--- config.mk ---
export PLATFORM = sky130hd
export DESIGN_NAME = tdm_demux_flat
export DESIGN_NICKNAME = d
export VERILOG_FILES = /design/src/rtl/tdm_demux_if.sv /design/src/rtl/tdm_demux.sv /design/src/flat_wrapper.sv
export SDC_FILE = /design/constraint.sdc
export NUM_CORES = 1
export LEC_CHECK = 0
export CAP_MARGIN = 20
export CORE_MARGIN = 2
export CORE_UTILIZATION = 35
export CTS_BUF_LIST = sky130_fd_sc_hd__clkbuf_8
export DETAILED_ROUTE_END_ITERATION = 6
export MAX_ROUTING_LAYER = met4
export REMOVE_ABC_BUFFERS = 1
export SYNTH_ARGS = -nofsm -noshare
export SYNTH_HDL_FRONTEND = slang
export SYNTH_SLANG_ARGS = --single-unit
export TNS_END_PERCENT = 1
--- constraint.sdc ---
create_clock -name clk -period 2.6 [get_ports clk]
set_input_delay 0.39 -clock clk [delete_from_list [all_inputs] [get_ports clk]]
set_output_delay 0.39 -clock clk [all_outputs]
set_load 0.01 [all_outputs]
--- src/rtl/tdm_demux_if.sv ---
// TDM demultiplexer bus: serial input stream plus recovered channel/frame outputs.
// master = stream source / result sink, slave = demultiplexer.
interface tdm_demux_if #(
    parameter int NCH = 4,
    parameter int W   = 8
);
    localparam int SW = $clog2(NCH);

    logic             din;
    logic             din_vld;
    logic             frame_sync;
    logic [W-1:0]     ch_data;
    logic [SW-1:0]    ch_sel;
    logic             ch_vld;
    logic [NCH*W-1:0] frame_data;
    logic             frame_vld;
    logic             frame_err;
    logic             busy;

    modport master (
        output din, din_vld, frame_sync,
        input  ch_data, ch_sel, ch_vld, frame_data, frame_vld, frame_err, busy
    );

    modport slave (
        input  din, din_vld, frame_sync,
        output ch_data, ch_sel, ch_vld, frame_data, frame_vld, frame_err, busy
    );
endinterface

--- src/rtl/tdm_demux.sv ---
// Serial TDM frame demultiplexer: clk, reset (async, active-high), bus (slave).
// Shifts MSB-first channel words, pulses ch_vld per word and frame_vld per frame.
module tdm_demux #(
    parameter int NCH = 4,
    parameter int W   = 8
) (
    input  logic        clk,
    input  logic        reset,
    tdm_demux_if.slave  bus
);
    localparam int SW = $clog2(NCH);
    localparam int BW = $clog2(W);

    localparam logic [0:0] S_IDLE = 1'b0;
    localparam logic [0:0] S_RECV = 1'b1;

    logic [0:0]       state;
    logic [BW-1:0]    bit_cnt;
    logic [SW-1:0]    ch_cnt;
    logic [W-1:0]     word;
    logic [NCH*W-1:0] slots;

    logic [W-1:0]     word_nxt;
    logic [NCH*W-1:0] frame_nxt;
    logic             last_bit;
    logic             last_ch;

    assign word_nxt = {word[W-2:0], bus.din};
    assign last_bit = (bit_cnt == BW'(W - 1));
    assign last_ch  = (ch_cnt == SW'(NCH - 1));
    assign bus.busy = (state == S_RECV);

    // Slot image with the word being completed merged in; becomes
    // frame_data only when the last channel finishes.
    always_comb begin
        frame_nxt = slots;
        frame_nxt[ch_cnt*W +: W] = word_nxt;
    end

    always_ff @(posedge clk or posedge reset) begin
        if (reset) begin
            state          <= S_IDLE;
            bit_cnt        <= '0;
            ch_cnt         <= '0;
            word           <= '0;
            slots          <= '0;
            bus.ch_data    <= '0;
            bus.ch_sel     <= '0;
            bus.ch_vld     <= 1'b0;
            bus.frame_data <= '0;
            bus.frame_vld  <= 1'b0;
            bus.frame_err  <= 1'b0;
        end else begin
            bus.ch_vld    <= 1'b0;
            bus.frame_vld <= 1'b0;
            bus.frame_err <= 1'b0;
            if (bus.din_vld) begin
                if (bus.frame_sync) begin
                    // Sync inside RECV aborts the partial frame; the
                    // sync bit always starts a fresh frame as ch0 MSB.
                    bus.frame_err <= (state == S_RECV);
                    state         <= S_RECV;
                    word          <= {{(W-1){1'b0}}, bus.din};
                    bit_cnt       <= BW'(1);
                    ch_cnt        <= '0;
                end else if (state == S_RECV) begin
                    word <= word_nxt;
                    if (last_bit) begin
                        bit_cnt     <= '0;
                        bus.ch_data <= word_nxt;
                        bus.ch_sel  <= ch_cnt;
                        bus.ch_vld  <= 1'b1;
                        slots       <= frame_nxt;
                        if (last_ch) begin
                            bus.frame_data <= frame_nxt;
                            bus.frame_vld  <= 1'b1;
                            state          <= S_IDLE;
                            ch_cnt         <= '0;
                        end else begin
                            ch_cnt <= ch_cnt + 1'b1;
                        end
                    end else begin
                        bit_cnt <= bit_cnt + 1'b1;
                    end
                end
            end
        end
    end
endmodule

--- src/flat_wrapper.sv ---
// flat-port wrapper written by rule: the top's interface ports become plain ports
module tdm_demux_flat 
#(
    parameter int NCH = 4,
    parameter int W   = 8
)
  (clk, reset, bus_din, bus_din_vld, bus_frame_sync, bus_ch_data, bus_ch_sel, bus_ch_vld, bus_frame_data, bus_frame_vld, bus_frame_err, bus_busy);
  tdm_demux_if #(.NCH(NCH), .W(W)) bus_i ();
  input  logic clk;
  input  logic reset;
  input wire logic [$bits(bus_i.din)-1:0] bus_din;
  input wire logic [$bits(bus_i.din_vld)-1:0] bus_din_vld;
  input wire logic [$bits(bus_i.frame_sync)-1:0] bus_frame_sync;
  output wire logic [$bits(bus_i.ch_data)-1:0] bus_ch_data;
  output wire logic [$bits(bus_i.ch_sel)-1:0] bus_ch_sel;
  output wire logic [$bits(bus_i.ch_vld)-1:0] bus_ch_vld;
  output wire logic [$bits(bus_i.frame_data)-1:0] bus_frame_data;
  output wire logic [$bits(bus_i.frame_vld)-1:0] bus_frame_vld;
  output wire logic [$bits(bus_i.frame_err)-1:0] bus_frame_err;
  output wire logic [$bits(bus_i.busy)-1:0] bus_busy;
  assign bus_i.din = bus_din;
  assign bus_i.din_vld = bus_din_vld;
  assign bus_i.frame_sync = bus_frame_sync;
  assign bus_ch_data = bus_i.ch_data;
  assign bus_ch_sel = bus_i.ch_sel;
  assign bus_ch_vld = bus_i.ch_vld;
  assign bus_frame_data = bus_i.frame_data;
  assign bus_frame_vld = bus_i.frame_vld;
  assign bus_frame_err = bus_i.frame_err;
  assign bus_busy = bus_i.busy;
  tdm_demux #(.NCH(NCH), .W(W)) u_core (.clk(clk), .reset(reset), .bus(bus_i));
endmodule
=== After elaboration in Yosys (flattened, before gate mapping) ===
Cells that the tools add are included.

* Add/subtract/negate cells: 3
* Div/mod/pow operators: 0
* Equal/unequal tests: 2
* Mux-type cells: 25
* Magnitude comparators: 0
* $mul: 0
* Reduce and logical (&&, ||, !) cells: 6
* Bitwise operators: 1
* Shifts and indexed selects: 2

{| class="wikitable"
|+ Operators with widths
! kind !! count
|-
| 5-bit negator with 34-bit output || 1
|-
| 8-bit by 34-bit variable shift with 32-bit output, first input constant || 1
|-
| 8-bit by 34-bit indexed part select with 32-bit output || 1
|-
| 32-bit bitwise mux || 1
|-
| 1-bit 2-to-1 mux || 15
|-
| 7-bit 2-to-1 mux || 2
|-
| 3-bit 2-to-1 mux || 3
|-
| 2-bit 2-to-1 mux || 4
|-
| 5-bit AND reduction || 1
|-
| 4-bit AND reduction || 1
|-
| 2-bit nonzero test || 2
|-
| 3-bit by 1-bit adder with 3-bit output, second input constant || 1
|-
| 3-bit == test, second input constant || 1
|-
| 3-bit AND reduction || 1
|-
| 2-bit by 1-bit adder with 2-bit output, second input constant || 1
|-
| 2-bit == test, second input constant || 1
|-
| 2-bit AND reduction || 1
|-
| 1-bit inverter || 1
|}

* Memories kept: 0
* Latch bits: 0
* Input port bits: 5
* Bits in writable memories: 0
* ROM bits: 0
* Register bits after elaboration: 90

=== Logic depth before layout (Yosys ltp) ===
* Word-level depth: 6
* Mapped depth: 8

=== Worst setup path before layout ===
Ideal clock, no wire load.

* Path kind: register -> register
* Start: register u_core.ch_cnt[0]
* End: register u_core.bus.frame_data[19]
* Path slack: 510 ps
* Data required time: 2475 ps
* Clock period less this slack: 2090 ps
* Setup time: 125 ps
* Cell stages (with the launch flop): 8
* Data arrival time: 1965 ps
* Cells stage by stage: dfrtp_1 -> inv_1 -> clkbuf_1 -> ha_1 -> nor4bb_1 -> buf_4 -> a32o_1 -> mux2_2

* Longest elaborated chain between the ends: 3
* Elaborated cells between the ends (all ways): 6
* Classes of those cells: add/sub: 1; eq/ne: 1; shift: 2; mux: 1; reduce/logical: 1

{| class="wikitable"
|+ Ends and longest elaborated chain
! element !! line !! RTL
|-
| start: declaration || tdm_demux.sv:19 || <nowiki>logic [SW-1:0] ch_cnt;</nowiki>
|-
| start signal: assignment || tdm_demux.sv:80 || <nowiki>ch_cnt <= ch_cnt + 1'b1;</nowiki>
|-
| 5-bit negator with 34-bit output || tdm_demux.sv:37 || <nowiki>frame_nxt[ch_cnt*W +: W] = word_nxt;</nowiki>
|-
| 8-bit by 34-bit indexed part select with 32-bit output or 8-bit by 34-bit variable shift with 32-bit output (tied branches) || tdm_demux.sv:37 ||
|-
| 32-bit bitwise mux || tdm_demux.sv:37 ||
|-
| end signal: assignment || tdm_demux.sv:75 || <nowiki>bus.frame_data <= frame_nxt;</nowiki>
|-
| end: declaration || tdm_demux_if.sv:27 || <nowiki>output ch_data, ch_sel, ch_vld, frame_data, frame_vld, frame_err, busy</nowiki>
|}

Parallel ways exist; a longest one is shown, timed or not.
A chain may end at the register's enable or synchronous reset.

=== Worst setup path in the final report ===
* Start: register u_core.ch_cnt[0]
* End: register u_core.slots[16]

* Longest elaborated chain between the ends: 3
* Elaborated cells between the ends (all ways): 4
* Classes of those cells: add/sub: 1; shift: 2; mux: 1

{| class="wikitable"
|+ Ends and longest elaborated chain
! element !! line !! RTL
|-
| 5-bit negator with 34-bit output * || tdm_demux.sv:37 ||
|-
| 8-bit by 34-bit indexed part select with 32-bit output or 8-bit by 34-bit variable shift with 32-bit output (tied branches) || tdm_demux.sv:37 ||
|-
| 32-bit bitwise mux * || tdm_demux.sv:37 ||
|-
| end signal: assignment || tdm_demux.sv:73 || <nowiki>slots <= frame_nxt;</nowiki>
|-
| end: declaration || tdm_demux.sv:21 || <nowiki>logic [NCH*W-1:0] slots;</nowiki>
|}

Every way passes the cells marked *; elsewhere a longest branch is shown, timed or not.

==> qor.yml <==
yosys:
  synth-seq-cells: 90
  syn_avg_cell_area_um2: 10.91
  yosys_warnings: 0
  synth_area_um2: 3960
  netlist_instances: 363
  yosysSeqAreaShare_pct: 56.87
  yosysUniqueCellTypes: 35
floorplanning:
  start_util_pct: 36.21
  die_w_um: 110.4
  die-area_um2: 12180
  core_area_um2: 10940
  die_h_um: 110.4
  ioPinCount: 51
  fp-row-count: 38
placement:
  place.gp.congestion: 0.8032
  place_area_um2: 4583
  portBuffers: 50
  hpwl_um: 6320
setup_path:
  cp-start-kind: "flip-flop"
  reg2reg_slack_ns: 0.26
  cp_data_required_time_ns: 2.90
  cp.arrival_ns: 2.63
  crit_fanout: 13
  worstRegToRegCells: 6
  path_class: "flip-flop to flip-flop"
  crit_path_end_kind: "flip-flop"
global_route:
  grt_use_total_pct: 17.37
  grt_pass1_wl_um: 15390
  grt_overflow: 0
  grt_max_degree: 38
  antenna_found_initial: 0
  grt_pass1_vias: 2951
sta:
  rsz0062_at_grt: "false"
  hold_viol_final: 0
  drv_slew: 0
  clock.fmax_mhz: 428.1
  min_period_ns: 2.336
  finalCritPeriodShare_pct: 89.85
  tightest_slew_ns: 0.5585
  hold_ws_ns: 0.3817
  clock_skew_ns: 0.005595
  finalSetupViolations: 0
  relSlewSlack_pct: 62.72
hold_path:
  hold_class: "input port to async pin"
clock_network:
  root_buffer: "clkbuf_8"
  cts_max_path_buffers: 2
  cts_setup_buffers: 0
  clk_pin_slew_ns: 0.09
  htree_levels: 3
  holdBufCountCts: 0
  clock_sinks: 90
  cts_resized: 0
  clk_latency_ns: 0.36
  cts_buffers: 9
  cts_tree: "done"
cells_and_area:
  fin_util_pct: 43.79
  stdcell_area_um2: 4788
  nNetsFinal: 416
  diodes: 0
  drive_above_1_share_pct: 8.578
  syn_to_final_growth_pct: 20.92
routing:
  dr_total_vias: 2962
  wl_um: 9454
  wl_per_cell_um: 17.25
  drc: 0
  dr.pass1.iters: 4
  ant_nets: 0
  drt_iter0_drc: 180
  via_per_inst: 5.405
power:
  ir_drop_v: 0.0002911
  power_density_nw_per_um2: 554.0
  total_leakage_power_nw: 2.184
run_status:
  status: "finished, final reports clean"
flow_run:
  cap_violations: 0
==> worst paths after layout <==
check	start	end
min in group clk	u_core.bus.ch_data[7]	u_core.bus.ch_data[7]
worst max-delay path	u_core.ch_cnt[0]	u_core.slots[16]
worst max register to register	u_core.ch_cnt[0]	u_core.slots[16]
max in group asynchronous	reset	u_core.bit_cnt[1]
worst min-delay path	reset	u_core.bus.frame_data[31]
worst min register to register	u_core.bus.ch_data[7]	u_core.bus.ch_data[7]
==> layout make-up <==
| cell class | count | area, um2 |
|---|---|---|
| fillers | 1067 | 6147 |
| clock buffers | 11 | 151.4 |
| multi-input cells | 232 | 1509 |
| inverters | 8 | 31.28 |
| clock inverters | 5 | 53.80 |
| flip-flops and latches | 90 | 2252 |
| well taps | 140 | 175.2 |
| repair buffers | 62 | 615.6 |
==> sequential cells by signal, indices dropped and copies added (netlist names) <==
register,cells
u_core.bit_cnt,3
u_core.bus.busy,1
u_core.bus.ch_data,8
u_core.bus.ch_sel,2
u_core.bus.ch_vld,1
u_core.bus.frame_data,32
u_core.bus.frame_err,1
u_core.bus.frame_vld,1
u_core.ch_cnt,2
u_core.slots,32
u_core.word,7
==> where the power goes <==
part           switching (W)  leakage [nW]  internal, W
sequential         0.0000465          1.24      0.00143
combinational       0.000105         0.839    0.0000832
clock               0.000491         0.103     0.000492
==> cell usage after synthesis <==
| cell | number | area, um2 |
|---|---|---|
| nand3b_1 | 5 | 37.54 |
| a32o_1 | 1 | 10.01 |
| nand2_1 | 42 | 157.7 |
| nor3b_1 | 1 | 7.510 |
| buf_6 | 1 | 11.26 |
| o21ai_0 | 3 | 15.01 |
| nor4bb_1 | 2 | 20.02 |
| a21o_1 | 2 | 15.01 |
| and2_4 | 1 | 8.760 |
| nand2b_1 | 5 | 31.28 |
| and3_1 | 4 | 25.02 |
| and4bb_1 | 1 | 12.51 |
| nor3b_4 | 1 | 18.77 |
| buf_2 | 12 | 60.06 |
| inv_2 | 1 | 3.750 |
| nand4b_4 | 1 | 23.77 |
| clkbuf_1 | 14 | 52.55 |
| a32oi_1 | 8 | 70.07 |
| inv_1 | 7 | 26.28 |
| and2b_1 | 4 | 30.03 |
| dfrtp_1 | 90 | 2252 |
| a22o_1 | 40 | 350.3 |
| and3b_1 | 2 | 17.52 |
| nand3_1 | 9 | 45.04 |
| and2_1 | 3 | 18.77 |
| nor3_1 | 1 | 5.000 |
| a31oi_1 | 12 | 75.07 |
| o21ai_2 | 1 | 8.760 |
| a21oi_1 | 61 | 305.3 |
| mux2_2 | 2 | 22.52 |
| o22ai_1 | 2 | 12.51 |
| buf_4 | 6 | 45.04 |
| nor2b_1 | 8 | 50.05 |
| ha_1 | 8 | 100.1 |
| o21a_1 | 2 | 15.01 |
==> routing by layer <==
layer	routed length, um	vias up	global-route usage (%)
li1	-	1392	-
met1	4270	1489	22.92
met2	4507	66	26.91
met3	464	15	2.469
met4	211	0	7.411
met5	0	-	-
==> cell usage in the layout, fill, tap and decap left out, types with 2 or more instances in the layout <==
master / netlist / final
a32oi_1: 8 / 8
a31oi_1: 12 / 12
a22o_1: 40 / 40
and3_1: 4 / 4
nor4bb_1: 2 / 2
mux2_2: 2 / 2
nand3_1: 9 / 9
inv_1: 7 / 7
clkinvlp_4: 0 / 2
and2_1: 3 / 3
o21ai_0: 3 / 3
clkdlybuf4s50_1: 0 / 50
clkbuf_8: 0 / 11
nor2b_1: 8 / 8
a21o_1: 2 / 2
o22ai_1: 2 / 2
buf_4: 6 / 10
and2b_1: 4 / 4
nand2b_1: 5 / 5
o21a_1: 2 / 2
dfrtp_1: 90 / 90
and3b_1: 2 / 2
nand2_1: 42 / 42
nand3b_1: 5 / 5
a21oi_1: 61 / 61
clkinv_2: 0 / 2
ha_1: 8 / 8
buf_12: 0 / 2
==> critical path, stage by stage, from the launching register on <==
cell	delay [ns]
dfrtp_1	0.50
inv_1	0.24
ha_1	0.50
nor4bb_1	0.30
buf_4	0.22
and3_1	0.34
a22o_1	0.17
==> cell families after synthesis <==
kind of cell	after synthesis	share of synthesized area [%]
compound gates	132	22.15
buf+inv	41	5.024
flops	90	56.87
fa+ha+maj	8	2.528
simple gates	90	12.86
mux	2	0.5687
==> stage by stage <==
stage          total power (W)  setup WS, ns  cells  setup TNS (ns)
3_5_place_dp          0.001701        0.2953    532               0
5_1_grt               0.002762       0.07515    548               0
2_1_floorplan         0.001600       -0.1253    330          -11.31
4_1_cts               0.002679        0.2814    548               0
6_report              0.002653        0.2640    548               0
3_3_place_gp          0.001695        0.3974    532               0
Power figures use the tool's default switching activity.
